$ cat src/rtl/flash_adc_encoder_seq.sv
// -----------------------------------------------------------------------------
// flash_adc_encoder_seq
//
// Clocked thermometer-to-binary encoder for the flash ADC comparator bank.
// Synchronises the raw comparator outputs, repairs single-bit thermometer
// bubbles with a 3-input majority vote, registers a binary code on each
// sample strobe and produces a truncated block average over 2^AVG_LOG2
// samples.
//
// Optional feature macro: PEAK_HOLD_EN (adds peak_clr, peak_max, peak_min).
//
// Parameters:
//   N_BITS      output code width; comparator count M = 2^N_BITS - 1
//   SYNC_STAGES synchroniser depth on each comparator input (use >= 2)
//   AVG_LOG2    log2 of samples per average block (0 = pass-through)
//
// Ports:
//   clk         system clock
//   rst         asynchronous active-high reset (released synchronously inside)
//   comp_in     raw comparator outputs, bit i high when Vin > (i+1) LSB
//   sample_en   single-cycle sample strobe
//   code_out    corrected binary code of the last sample
//   code_valid  one-cycle pulse when code_out updates
//   bubble_err  correction changed the raw pattern (valid with code_valid)
//   overrange   all comparators high after correction (valid with code_valid)
//   avg_out     truncated mean of the last completed block
//   avg_valid   one-cycle pulse when avg_out updates
//   peak_clr    (PEAK_HOLD_EN) synchronous clear of the peak trackers
//   peak_max    (PEAK_HOLD_EN) largest code_out since reset/clear
//   peak_min    (PEAK_HOLD_EN) smallest code_out since reset/clear
// -----------------------------------------------------------------------------
module flash_adc_encoder_seq #(
    parameter int N_BITS      = 3,
    parameter int SYNC_STAGES = 2,
    parameter int AVG_LOG2    = 2
) (
    input  logic                      clk,
    input  logic                      rst,
    input  logic [(2**N_BITS)-2:0]    comp_in,
    input  logic                      sample_en,
    output logic [N_BITS-1:0]         code_out,
    output logic                      code_valid,
    output logic                      bubble_err,
    output logic                      overrange,
    output logic [N_BITS-1:0]         avg_out,
    output logic                      avg_valid
`ifdef PEAK_HOLD_EN
    ,
    input  logic                      peak_clr,
    output logic [N_BITS-1:0]         peak_max,
    output logic [N_BITS-1:0]         peak_min
`endif
);

    localparam int M     = (2**N_BITS) - 1;
    localparam int ACC_W = N_BITS + AVG_LOG2;

    // 2-of-3 vote used for bubble repair
    function automatic logic maj3(input logic a, input logic b, input logic c);
        return (a & b) | (a & c) | (b & c);
    endfunction

    logic           rst_meta_r;
    logic           rst_sync_r;
    logic [M-1:0]   sync_r [SYNC_STAGES];
    logic [M-1:0]   samp_s;
    logic [M+1:0]   ext_s;
    logic [M-1:0]   corr_s;
    logic [N_BITS-1:0] code_s;

    // Reset bridge: asserts immediately with rst, deasserts two clk edges later
    always_ff @(posedge clk or posedge rst) begin
        if (rst) begin
            rst_meta_r <= 1'b1;
            rst_sync_r <= 1'b1;
        end else begin
            rst_meta_r <= 1'b0;
            rst_sync_r <= rst_meta_r;
        end
    end

    // Comparator synchroniser chain, shifts every cycle
    always_ff @(posedge clk or posedge rst_sync_r) begin
        if (rst_sync_r) begin
            for (int i = 0; i < SYNC_STAGES; i++) begin
                sync_r[i] <= '0;
            end
        end else begin
            sync_r[0] <= comp_in;
            for (int i = 1; i < SYNC_STAGES; i++) begin
                sync_r[i] <= sync_r[i-1];
            end
        end
    end

    assign samp_s = sync_r[SYNC_STAGES-1];

    // Virtual boundaries: below bit 0 reads as 1, above bit M-1 reads as 0
    assign ext_s = {1'b0, samp_s, 1'b1};

    for (genvar g = 0; g < M; g++) begin : g_corr
        assign corr_s[g] = maj3(ext_s[g], ext_s[g+1], ext_s[g+2]);
    end

    // Priority encoder: highest set bit wins, so residual non-thermometer
    // patterns still resolve to the top-most 1
    always_comb begin
        code_s = '0;
        for (int i = 0; i < M; i++) begin
            if (corr_s[i]) begin
                code_s = N_BITS'(i + 1);
            end else begin
                code_s = code_s;
            end
        end
    end

    // Sample register: captures code and flags on each strobe, holds otherwise
    always_ff @(posedge clk or posedge rst_sync_r) begin
        if (rst_sync_r) begin
            code_out   <= '0;
            code_valid <= 1'b0;
            bubble_err <= 1'b0;
            overrange  <= 1'b0;
        end else begin
            code_valid <= sample_en;
            if (sample_en) begin
                code_out   <= code_s;
                bubble_err <= (corr_s != samp_s);
                overrange  <= &corr_s;
            end
        end
    end

    if (AVG_LOG2 == 0) begin : g_avg_direct
        // Single-sample "average": follow code_out one cycle behind
        always_ff @(posedge clk or posedge rst_sync_r) begin
            if (rst_sync_r) begin
                avg_out   <= '0;
                avg_valid <= 1'b0;
            end else begin
                avg_valid <= code_valid;
                if (code_valid) begin
                    avg_out <= code_out;
                end
            end
        end
    end else begin : g_avg_block
        logic [ACC_W-1:0]    acc_r;
        logic [AVG_LOG2-1:0] cnt_r;
        logic [ACC_W-1:0]    sum_s;

        // ACC_W bits hold 2^AVG_LOG2 maximal codes, so the sum cannot wrap
        assign sum_s = acc_r + ACC_W'(code_out);

        // Block accumulator: emits the mean when the counter wraps
        always_ff @(posedge clk or posedge rst_sync_r) begin
            if (rst_sync_r) begin
                acc_r     <= '0;
                cnt_r     <= '0;
                avg_out   <= '0;
                avg_valid <= 1'b0;
            end else begin
                avg_valid <= 1'b0;
                if (code_valid) begin
                    cnt_r <= cnt_r + AVG_LOG2'(1);
                    if (cnt_r == {AVG_LOG2{1'b1}}) begin
                        avg_out   <= N_BITS'(sum_s >> AVG_LOG2);
                        acc_r     <= '0;
                        avg_valid <= 1'b1;
                    end else begin
                        acc_r <= sum_s;
                    end
                end
            end
        end
    end

`ifdef PEAK_HOLD_EN
    // Peak trackers: clear takes priority over a coincident sample
    always_ff @(posedge clk or posedge rst_sync_r) begin
        if (rst_sync_r) begin
            peak_max <= '0;
            peak_min <= '1;
        end else if (peak_clr) begin
            peak_max <= '0;
            peak_min <= '1;
        end else if (code_valid) begin
            if (code_out > peak_max) begin
                peak_max <= code_out;
            end
            if (code_out < peak_min) begin
                peak_min <= code_out;
            end
        end
    end
`endif

endmodule

$ cat config.mk
export PLATFORM = sky130hd
export DESIGN_NAME = flash_adc_encoder_seq
export DESIGN_NICKNAME = d
export VERILOG_FILES = /design/src/rtl/flash_adc_encoder_seq.sv
export SDC_FILE = /design/constraint.sdc
export NUM_CORES = 1
export LEC_CHECK = 0
export BUFFER_PORTS_ARGS = -buffer_cell sky130_fd_sc_hd__buf_2
export CAP_MARGIN = 20
export CORE_MARGIN = 5
export CORE_UTILIZATION = 59
export CTS_CLUSTER_DIAMETER = 50
export DETAILED_ROUTE_END_ITERATION = 12
export PLACE_DENSITY = 0.82
export REMOVE_ABC_BUFFERS = 1
export SETUP_SLACK_MARGIN = 0.3
export SYNTH_ARGS = -nofsm -noshare
export SYNTH_HDL_FRONTEND = slang
export SYNTH_SLANG_ARGS = --single-unit
$ cat constraint.sdc
create_clock -name clk -period 2.2 [get_ports clk]
set_input_delay 0.44 -clock clk [delete_from_list [all_inputs] [get_ports clk]]
set_output_delay 0.44 -clock clk [all_outputs]
set_load 0.05 [all_outputs]
Word-level counts from Yosys, hierarchy flattened

Cells that the tools add are included.

Eq/ne operators: 2
Mux-type cells: 10
Bitwise logic cells: 23
Add/subtract/negate cells: 2
Reduce and logical (&&, ||, !) cells: 2

Operators by type and width:

| kind                                         | number |
|---|---|
| two-way mux 3 bit                            | 4 |
| bitwise OR 1 bit                             | 12 |
| bitwise AND 1 bit                            | 11 |
| inequality test 7 bit                        | 1 |
| AND reduction 7 bit                          | 1 |
| adder 5 x 3 -> 5 bit                         | 1 |
| two-way mux 5 bit                            | 1 |
| two-way mux 2 bit                            | 2 |
| two-way mux 1 bit                            | 3 |
| adder 2 x 1 -> 2 bit (second input constant) | 1 |
| equality test 2 bit (second input constant)  | 1 |
| AND reduction 2 bit                          | 1 |

Bits of input ports: 10
Register bits: 33

Depth between registers and ports, before layout

Gate-level depths: netlist (run 1).

Depth after elaboration: 9
Gate-level depth with buffers: 7
Depth with buffers taken out: 7

Least setup slack after synthesis (run 1)

OpenSTA, ideal clock, no wires.

Path type: reg-to-reg
From: reg code_out[0]
To: reg avg_out[2]
Stages on the path, launching flop included: 8
Slack: 0.331 ns
Arrival time: 1.784 ns
Period minus slack after synthesis: 1.869 ns
Path buffers: 0
Path through: dfrtp_1 > ha_1 > inv_1 > fa_1 > nor2b_1 > o21ai_0 > xor2_1 > o21ai_0

Word-level cells in the longest chain between the ends: 1

RTL lines:

| what                   | RTL line | source |
|---|---|---|
| from (decl)            | 41       | `output logic [N_BITS-1:0] code_out,` |
| from (signal assigned) | 128      | `code_out <= code_s;` |
| adder 5 x 3 -> 5 bit   | 154      | `assign sum_s = acc_r + ACC_W'(code_out);` |
| to (signal assigned)   | 168      | `avg_out <= N_BITS'(sum_s >> AVG_LOG2);` |
| to (decl)              | 45       | `output logic [N_BITS-1:0] avg_out,` |

No other way between the ends.
A chain may end at the register's enable or synchronous reset.

Final worst setup path (run 1)

Same ends and word-level chain as after synthesis.

==> results.json, run 1 <==
{
  "initial_core_util": 0.630,
  "critical_path_arrival_ps": 1860,
  "powerDensity_nw_per_um2": 1150,
  "crit_chain": "ha_1 > inv_1 > fa_1 > nor2b_1 > o21ai_0 > xor2_1 > o21ai_0",
  "antenna_cells": 0,
  "insertion_delay_ps": 320,
  "via_count": 947,
  "yosys_warnings": 0,
  "crit_path_start_kind": "register",
  "ys_seq_elements": 33,
  "relSlewSlack": 0.603,
  "vdd_drop_max_mv": 0.953,
  "vias_per_cell": 5.47,
  "status": "finished clean",
  "r2r_cells": 7,
  "grt_use_total": 0.161,
  "fin_crit_sh": 0.734,
  "ant_nets": 0,
  "drc_errors": 0,
  "utilization": 0.707,
  "final_nets": 159,
  "drt_iter0_drc": 23,
  "cp_common_cell": "o21ai_0",
  "drt_wl_total_mm": 2.40,
  "clk_pin_slew_ps": 100,
  "worstPathMaxFanout": 3,
  "wl_per_cell_um": 13.9,
  "numCtsBuffers": 5,
  "drive_gt1_frac": 0.248,
  "placementRows": 17,
  "cts_tree": "done",
  "cts_setup_buffers": 0,
  "area.growth.synth_to_final_pct": 12.1,
  "cts_resized": 0,
  "die_width_um": 59.1,
  "maxCapViolCount": 0,
  "grt_pass1_vias": 905,
  "grt_overflow_total": 0,
  "synthCells": 123,
  "r2r-start": "code_out[0]",
  "fmaxAchievable_mhz": 619,
  "cts-root-buf": "clkbuf_4",
  "cts_buffer_depth": 2,
  "ctsHoldBuffers": 0,
  "finalCriticalPeriod_ps": 1620,
  "die_h_um": 59.1,
  "io_buffers": 19,
  "r2r_setup_slack_ps": 580,
  "path_buf_inv": 1,
  "grt_pass1_wl_mm": 4.13,
  "setup_viol": 0,
  "finalClockSkew_ps": 6.47,
  "ys.flop_type": "dfrtp_1",
  "leakagePower_nw": 0.754,
  "cts_sinks": 33,
  "async_reset_ff_frac": 1.00,
  "place_congestion": 0.863,
  "worst_slew_pin_slew_ps": 595,
  "cp_top_family": "adder cells",
  "r2r_end": "avg_out[2]",
  "syn_area_per_cell_sq_um": 11.6,
  "slew_viol_final": 0,
  "cp.required_ps": 2450,
  "synth_edf_count": 0,
  "htreeDepth": 2,
  "rsz0062_at_grt": "no",
  "synth_area_sq_um": 1420,
  "boundaryPins": 20,
  "antenna_found_initial": 0,
  "critPathCaptureType": "register",
  "yosysSeqAreaShare": 0.583,
  "finalHoldViolations": 0,
  "critPathSlowestCell": "fa_1",
  "critPathMaxStageDelay_ps": 410,
  "die_area_sq_um": 3490,
  "grt_max_degree": 17,
  "drtPass1Iterations": 4,
  "fin_setup_tns_ps": 0,
  "core_sq_um": 2250,
  "hpwl_mm": 1.79,
  "path_class": "reg -> reg",
  "synth_cell_type_count": 37,
  "min_path_type": "in -> async"
}
==> synthesized netlist by cell type, drive strengths merged (2+ instances only) <==
master,n,share of area
nor2,7,0.018
o31ai,2,0.011
ha,4,0.035
mux2,2,0.016
a211oi,2,0.011
dfrtp,31,0.55
nor3,2,0.0070
nand2,7,0.018
o22ai,2,0.0088
inv,11,0.029
o2bb2ai,3,0.018
a21oi,8,0.031
xor2,5,0.031
o21ai,8,0.028
buf,5,0.034
a31oi,2,0.0088
a21o,2,0.011
nand2b,4,0.018
dfstp,2,0.037
==> kinds of logic (layout without fill, tap and decap cells) <==
kind of cell | Yosys count | after routing | synth area share
compound gates | 37 | 37 | 0.177
xor+xnor | 5 | 5 | 0.0308
fa+ha+maj | 5 | 5 | 0.0493
buf+inv | 17 | 39 | 0.0669
flops | 33 | 33 | 0.583
mux | 2 | 2 | 0.0158
other cells | 1 | 1 | 0.00264
simple gates | 23 | 23 | 0.0748
==> metal layers <==
metal / up-vias / share of wire / track usage
li1: 471 / - / -
met1: 451 / 0.45 / 0.197
met2: 21 / 0.49 / 0.262
met3: 4 / 0.045 / 0.0458
met4: 0 / 0.014 / 0.0777
met5: - / 0 / 0
==> worst register-to-register path, cell delays in order (launching register included) <==
cell and delay [ps]:
dfrtp_1 370, ha_1 180, inv_1 60, fa_1 410, nor2b_1 120, o21ai_0 90, xor2_1 160, o21ai_0 160
==> cell type report <==
type | instances | area, sq um
Clock buffer | 6 | 51.3
Tap cell | 28 | 35.0
Multi-Input combinational cell | 73 | 498
Timing Repair Buffer | 20 | 103
Clock inverter | 2 | 37.5
Inverter | 11 | 41.3
Fill cell | 182 | 661
Sequential cell | 33 | 828
==> state kept, by name, indices dropped and copies added (netlist names) <==
name / flops
g_avg_block.cnt_r: 2
sync_r: 7
rst_sync_r: 1
samp_s: 7
rst_meta_r: 1
bubble_err: 1
code_out: 3
g_avg_block.acc_r: 5
code_valid: 1
overrange: 1
avg_out: 3
avg_valid: 1
==> worst max-delay path by stage <==
stage / start / end / slack (ps) / cells after the start
finish: code_out[0] / avg_out[2] / 580 / 7
global route: code_out[0] / avg_out[2] / 450 / 7
CTS: code_out[0] / avg_out[2] / 590 / 7
detailed placement: code_out[0] / g_avg_block.acc_r[4] / 600 / 7
global placement: code_out[0] / avg_out[2] / 660 / 7
floorplan: code_out[0] / avg_out[2] / 330 / 7
==> cells in the final DEF (no fill, tap or decap), types with 2 or more instances in the layout <==
master,synthesis,layout
dfrtp_1,31,31
buf_2,0,19
inv_1,10,10
o21ai_0,8,8
nor2_1,7,7
a21oi_1,7,7
nand2_1,7,7
xor2_1,5,5
clkbuf_4,0,5
nand2b_1,4,4
ha_1,4,4
o2bb2ai_1,3,3
a211oi_1,2,2
o22ai_1,2,2
o31ai_1,2,2
nor3_1,2,2
a31oi_1,2,2
mux2_2,2,2
dfstp_2,2,2
==> power by group <==
part | internal [W] | switching [W] | total [W]
combinational | 0.000199 | 0.000360 | 0.000559
sequential | 0.000724 | 0.0000853 | 0.000809
clock | 0.000270 | 0.000198 | 0.000468
==> through the flow <==
step / instances / worst slack (ps) / total power [W] / cell area [sq um] / hold slack (ps)
after floorplan: 117 / 331 / 0.00123 / 1370 / 331
after global placement: 165 / 660 / 0.00134 / 1510 / 327
after detailed placement: 165 / 604 / 0.00138 / 1510 / 330
after global routing: 173 / 455 / 0.00196 / 1590 / 92.6
final: 173 / 585 / 0.00184 / 1590 / 109
after CTS: 173 / 586 / 0.00185 / 1590 / 104
Power figures use the tool's default switching activity.
==> inputs of run 2 (changes only) <==
--- a/config.mk
+++ b/config.mk
@@ -5,13 +5,14 @@
 export SDC_FILE = /design/constraint.sdc
 export NUM_CORES = 1
 export LEC_CHECK = 0
+export ABC_AREA = 1
 export BUFFER_PORTS_ARGS = -buffer_cell sky130_fd_sc_hd__buf_2
 export CAP_MARGIN = 20
 export CORE_MARGIN = 5
-export CORE_UTILIZATION = 59
+export CORE_UTILIZATION = 54
 export CTS_CLUSTER_DIAMETER = 50
 export DETAILED_ROUTE_END_ITERATION = 12
-export PLACE_DENSITY = 0.82
+export PLACE_DENSITY = 0.76
 export REMOVE_ABC_BUFFERS = 1
 export SETUP_SLACK_MARGIN = 0.3
 export SYNTH_ARGS = -nofsm -noshare
==> constraint.sdc (replaced) <==
create_clock -name clk -period 1.5 [get_ports clk]
set_input_delay 0.3 -clock clk [delete_from_list [all_inputs] [get_ports clk]]
set_output_delay 0.3 -clock clk [all_outputs]
set_load 0.05 [all_outputs]
==> results.json, run 2 <==
{
  "drtPass1Iterations": 4,
  "yosys.area.top_type": "dfrtp_1",
  "vias_per_cell": 5.29,
  "utilization": 0.756,
  "grt_pass1_wl_mm": 4.77,
  "synth_area_sq_um": 1340,
  "placementRows": 18,
  "worst_slack_ps": -95.5,
  "power_switching_w": 0.00116,
  "via_count": 1096,
  "place_congestion": 0.801,
  "synth.top_cell.area_share": 0.578,
  "synth-xor-area-share": 0.0196,
  "final_nets": 191,
  "htreeDepth": 2,
  "io_buffers": 19,
  "area.growth.synth_to_final_pct": 37.0,
  "violations": "setup timing",
  "fin_crit_sh": 1.06,
  "fmaxAchievable_mhz": 627,
  "fill_cells": 167,
  "drive_gt1_frac": 0.441,
  "drt_wl_total_mm": 3.16,
  "grt_max_degree": 17,
  "synthCells": 134,
  "synth_edf_count": 0,
  "grt_pass1_vias": 1095,
  "clk_pin_slew_ps": 100,
  "boundaryPins": 20,
  "async_reset_ff_frac": 1.00,
  "grt_use_total": 0.191,
  "wl_per_cell_um": 15.3,
  "cts_buffer_depth": 2,
  "yosysSeqAreaShare": 0.618,
  "antenna_found_initial": 0,
  "grt_overflow_total": 0,
  "synth_adder_area_share": 0.0522,
  "insertion_delay_ps": 330,
  "critical_path_arrival_ps": 1820,
  "drc_errors": 0,
  "core_sq_um": 2430,
  "setup_viol": 4,
  "final_cells": 207,
  "slew_viol_final": 0,
  "yosys_warnings": 0,
  "cts_tree": "done",
  "numCtsBuffers": 5,
  "dp.cells": 188,
  "finalHoldViolations": 0,
  "cts-root-buf": "clkbuf_4",
  "status": "finished with violations",
  "finalCriticalPeriod_ps": 1600,
  "leakagePower_nw": 0.931,
  "initial_core_util": 0.551,
  "synth_simple_gate_area_frac": 0.152,
  "seq_power_share": 0.395,
  "synth_cell_type_count": 26,
  "power_frac_clock": 0.188,
  "hpwl_mm": 1.93,
  "synth_top_family_by_area": "simple AND/OR/NAND/NOR gates",
  "synthTopCellsByCount": "nand2_1, dfrtp_1, inv_1",
  "die_area_sq_um": 3580,
  "yosys-top-cells-area": "dfrtp_1, nand2_1, inv_1",
  "ys_seq_elements": 33,
  "rsz0062_at_grt": "yes",
  "path_class": "reg -> reg",
  "vdd_drop_max_mv": 1.25,
  "die_h_um": 59.8,
  "netSwitchingFraction": 0.385,
  "antenna_cells": 0,
  "ant_nets": 0,
  "finalClockSkew_ps": 16.1,
  "drt_iter0_drc": 104,
  "combPwrFrac": 0.416,
  "powerDensity_nw_per_um2": 1640,
  "die_width_um": 59.8,
  "synth_compound_area_frac": 0.0970,
  "yosysMostFrequentCell": "nand2_1",
  "total_power_w": 0.00302,
  "ys.flop_type": "dfrtp_1",
  "maxCapViolCount": 0,
  "crit_path_start_kind": "register",
  "p_int_w": 0.00186,
  "syn_area_per_cell_sq_um": 10.0,
  "worstPathMaxFanout": 2,
  "cts_sinks": 33,
  "min_path_type": "in -> reg",
  "critPathCaptureType": "register",
  "synthMuxAreaShare": 0,
  "layout_common_cells": "nand2_1, dfrtp_1, inv_1",
  "cp.required_ps": 1720
}
[run 2: path summary, 6_finish.rpt]
| check | from | end | slack [ps] | cells past startpoint |
|---|---|---|---|---|
| worst min register to register | rst_sync_r | samp_s[6] | 260 | 2 |
| min in group asynchronous | rst_sync_r | samp_s[6] | 260 | 2 |
| worst min-delay path | comp_in[1] | sync_r[8] | 80 | 1 |
| worst max register to register | g_avg_block.acc_r[0] | g_avg_block.acc_r[4] | -100 | 8 |
| max in group asynchronous | rst | rst_meta_r | 950 | 3 |
| worst max-delay path | g_avg_block.acc_r[0] | g_avg_block.acc_r[4] | -100 | 8 |
[run 2: final cells by class]
cell class,count,area (sq um),area share
clock buffers,7,65.1,0.0354
clock inverters,1,5.00,0.00272
inverters,21,78.8,0.0429
multi-input cells,80,518,0.282
flip-flops and latches,33,831,0.452
well taps,30,37.5,0.0204
repair buffers,35,303,0.165
[run 2: kinds of logic after synthesis]
group                    count (synthesis)
adder cells (fa/ha/maj)                  5
XOR/XNOR                                 3
AO/OA/AOI/OAI                           21
flip-flops                              33
AND/OR/NAND/NOR                         50
buffers and inverters                   21
other                                    1
[run 2: critical path, stage by stage, from the launching register on]
cell,delay [ps]
dfrtp_1,380
ha_2,200
inv_2,40
fa_2,350
inv_2,70
nand2_2,50
a21oi_2,180
xnor2_2,150
o21ai_1,90
[run 2: routing by layer]
layer	up-vias	track usage	routed length, um
met5	-	0	0
met1	512	0.209	1170
met3	19	0.0454	217
li1	506	-	-
met4	0	0.133	150
met2	59	0.323	1620
[run 2: power groups by stage]
stage | logic, W | clock network [W] | registers (W)
after floorplan | 0.000442 | 0 | 0.00135
after detailed placement | 0.000864 | 0 | 0.00118
after CTS | 0.00106 | 0.000580 | 0.00117
after global placement | 0.000808 | 0 | 0.00116
final | 0.00126 | 0.000569 | 0.00119
after global routing | 0.00135 | 0.000621 | 0.00121
[run 2: per-stage QoR]
stage | worst slack (ps) | hold WS (ps) | area (sq um) | TNS (ps)
6_report | -95.5 | 75.5 | 1840 | -296
5_1_grt | -164 | 45.8 | 1840 | -625
4_1_cts | -43.6 | 58.4 | 1730 | -98.9
3_5_place_dp | -105 | 280 | 1510 | -204
3_3_place_gp | -4.90 | 272 | 1510 | -4.90
2_1_floorplan | -379 | 212 | 1340 | -1240
[run 2: what timing repair did]
action	4_1_cts	5_1_grt
hold buffers	1	0
pin swaps	4	6
resized for setup	31	22
buffers inserted	5	5
endpoints found under the hold margin	2	0
endpoints found under the setup margin	17	19
gates cloned	0	0
==> inputs of run 3 (changes only) <==
--- a/config.mk
+++ b/config.mk
@@ -12,7 +12,7 @@
 export CORE_UTILIZATION = 54
 export CTS_CLUSTER_DIAMETER = 50
 export DETAILED_ROUTE_END_ITERATION = 12
-export PLACE_DENSITY = 0.76
+export PLACE_DENSITY = 0.79
 export REMOVE_ABC_BUFFERS = 1
 export SETUP_SLACK_MARGIN = 0.3
 export SYNTH_ARGS = -nofsm -noshare
==> results.json, run 3 (synthesis results as in run 2) <==
{
  "ant_nets": 0,
  "final_cell_area_sq_um": 1770,
  "r2r_cells": 8,
  "grt_overflow_total": 0,
  "wl_per_cell_um": 13.5,
  "cts_tree": "done",
  "numCtsBuffers": 5,
  "path_class": "reg -> reg",
  "drt_iter0_drc": 27,
  "area.growth.synth_to_final_pct": 32.0,
  "worst_slack_ps": -37.4,
  "status": "finished with violations",
  "critical_path_arrival_ps": 1770,
  "fin_crit_sh": 1.02,
  "r2r_end": "avg_out[2]",
  "core_sq_um": 2430,
  "fmaxAchievable_mhz": 650,
  "vias_per_cell": 5.12,
  "grt_pass1_wl_mm": 4.53,
  "r2r-start": "g_avg_block.acc_r[0]",
  "critPathCaptureType": "register",
  "antenna_found_initial": 0,
  "die_area_sq_um": 3580,
  "via_count": 1035,
  "finalHoldViolations": 0,
  "grt_use_total": 0.176,
  "leakagePower_nw": 0.904,
  "postPlaceCellArea_sq_um": 1500,
  "r2r_setup_slack_ps": -40,
  "drc_errors": 0,
  "finalClockSkew_ps": 14.8,
  "die_h_um": 59.8,
  "htreeDepth": 2,
  "place_congestion": 0.816,
  "placementRows": 18,
  "boundaryPins": 20,
  "final_common_cell": "nand2_1",
  "critPathSlowestCell": "dfrtp_1",
  "antenna_cells": 0,
  "rsz0062_at_grt": "yes",
  "min_path_type": "in -> reg",
  "drtPass1Iterations": 4,
  "grt_max_degree": 17,
  "cp.required_ps": 1740,
  "utilization": 0.728,
  "io_buffers": 19,
  "crit_chain": "ha_4 > inv_2 > fa_2 > inv_1 > nand2_1 > a21oi_2 > xnor2_2 > o21ai_1",
  "hold_depth": 1,
  "final_nets": 186,
  "violations": "setup timing",
  "cts-root-buf": "clkbuf_4",
  "slew_viol_final": 0,
  "setup_viol": 2,
  "dp_worst_setup_slack_ps": -96.6,
  "grt_pass1_vias": 1007,
  "worstHoldEndpoint": "sync_r[10]",
  "hpwl_mm": 1.79,
  "clk_pin_slew_ps": 120,
  "worstHoldStart": "comp_in[3]",
  "worstPathMaxFanout": 2,
  "initial_core_util": 0.551,
  "vdd_drop_max_mv": 1.23,
  "drive_gt1_frac": 0.337,
  "insertion_delay_ps": 340,
  "fin_setup_tns_ps": -60.8,
  "layout_common_cells": "nand2_1, dfrtp_1, inv_1",
  "fin_hold_ws_ps": 64.1,
  "cts_sinks": 33,
  "finalCriticalPeriod_ps": 1540,
  "critPathMaxStageDelay_ps": 420,
  "drt_wl_total_mm": 2.73,
  "crit_path_start_kind": "register",
  "powerDensity_nw_per_um2": 1640,
  "die_width_um": 59.8,
  "cts_buffer_depth": 2,
  "maxCapViolCount": 0
}
==> run 3: changes by cell type in the layout (fill, tap and decap cells not counted), sizes merged <==
cell / previous run / this run
clkinvlp: 0 / 1
buf: 34 / 29
clkbuf: 7 / 5
bufinv: 0 / 1
==> run 3: critical path, delay by kind of cell (launching register included) <==
kind                       cells  cell delay (ps)
adders and majority gates      2              490
DFF                            1              420
AOI/OAI and AO/OA              2              240
xor gates and xnor gates       1              130
buffers and inverters          2               90
and+or+nand+nor                1               50
==> run 3: layer usage <==
metal / global-route usage / wire [um] / vias up
met1: 0.220 / 1110 / 495
li1: - / - / 495
met3: 0.0583 / 167 / 11
met2: 0.284 / 1390 / 34
met4: 0.0665 / 58 / 0
met5: 0 / 0 / -
==> run 3: what timing repair did <==
item,4_1_cts,5_1_grt
setup buffers,3,3
cloned,0,0
setup endpoints to repair,17,19
pin swaps,3,6
resized for setup,28,11
hold endpoints to repair,2,0
hold buffers,1,0
==> run 3: worst max-delay path by stage <==
stage | start | end | slack, ps | depth (start not counted)
6_report | g_avg_block.acc_r[0] | avg_out[2] | -40 | 8
5_1_grt | code_out[0] | avg_out[2] | -120 | 8
4_1_cts | code_out[0] | avg_out[2] | -30 | 8
3_5_place_dp | code_out[0] | avg_out[2] | -100 | 8
3_3_place_gp | code_out[0] | avg_out[2] | -6 | 8
2_1_floorplan | code_out[0] | avg_out[2] | -380 | 8
==> run 3: power breakdown <==
group	switching (W)	internal, W	total (W)
logic	0.000611	0.000430	0.00104
registers	0.000127	0.00106	0.00119
clock network	0.000325	0.000353	0.000678
==> run 3: layout make-up <==
cell class	instances	area, sq um
Sequential cell	33	830
Fill cell	161	662
Multi-Input combinational cell	80	475
Timing Repair Buffer	30	265
Inverter	21	78.8
Clock inverter	3	46.3
Clock buffer	5	37.5
Tap cell	30	37.5
==> run 3: metrics by stage <==
stage / total power (W) / std cells
global placement: 0.00197 / 187
floorplan: 0.00179 / 134
global route: 0.00309 / 202
CTS: 0.00281 / 199
detailed placement: 0.00202 / 187
finish: 0.00290 / 202
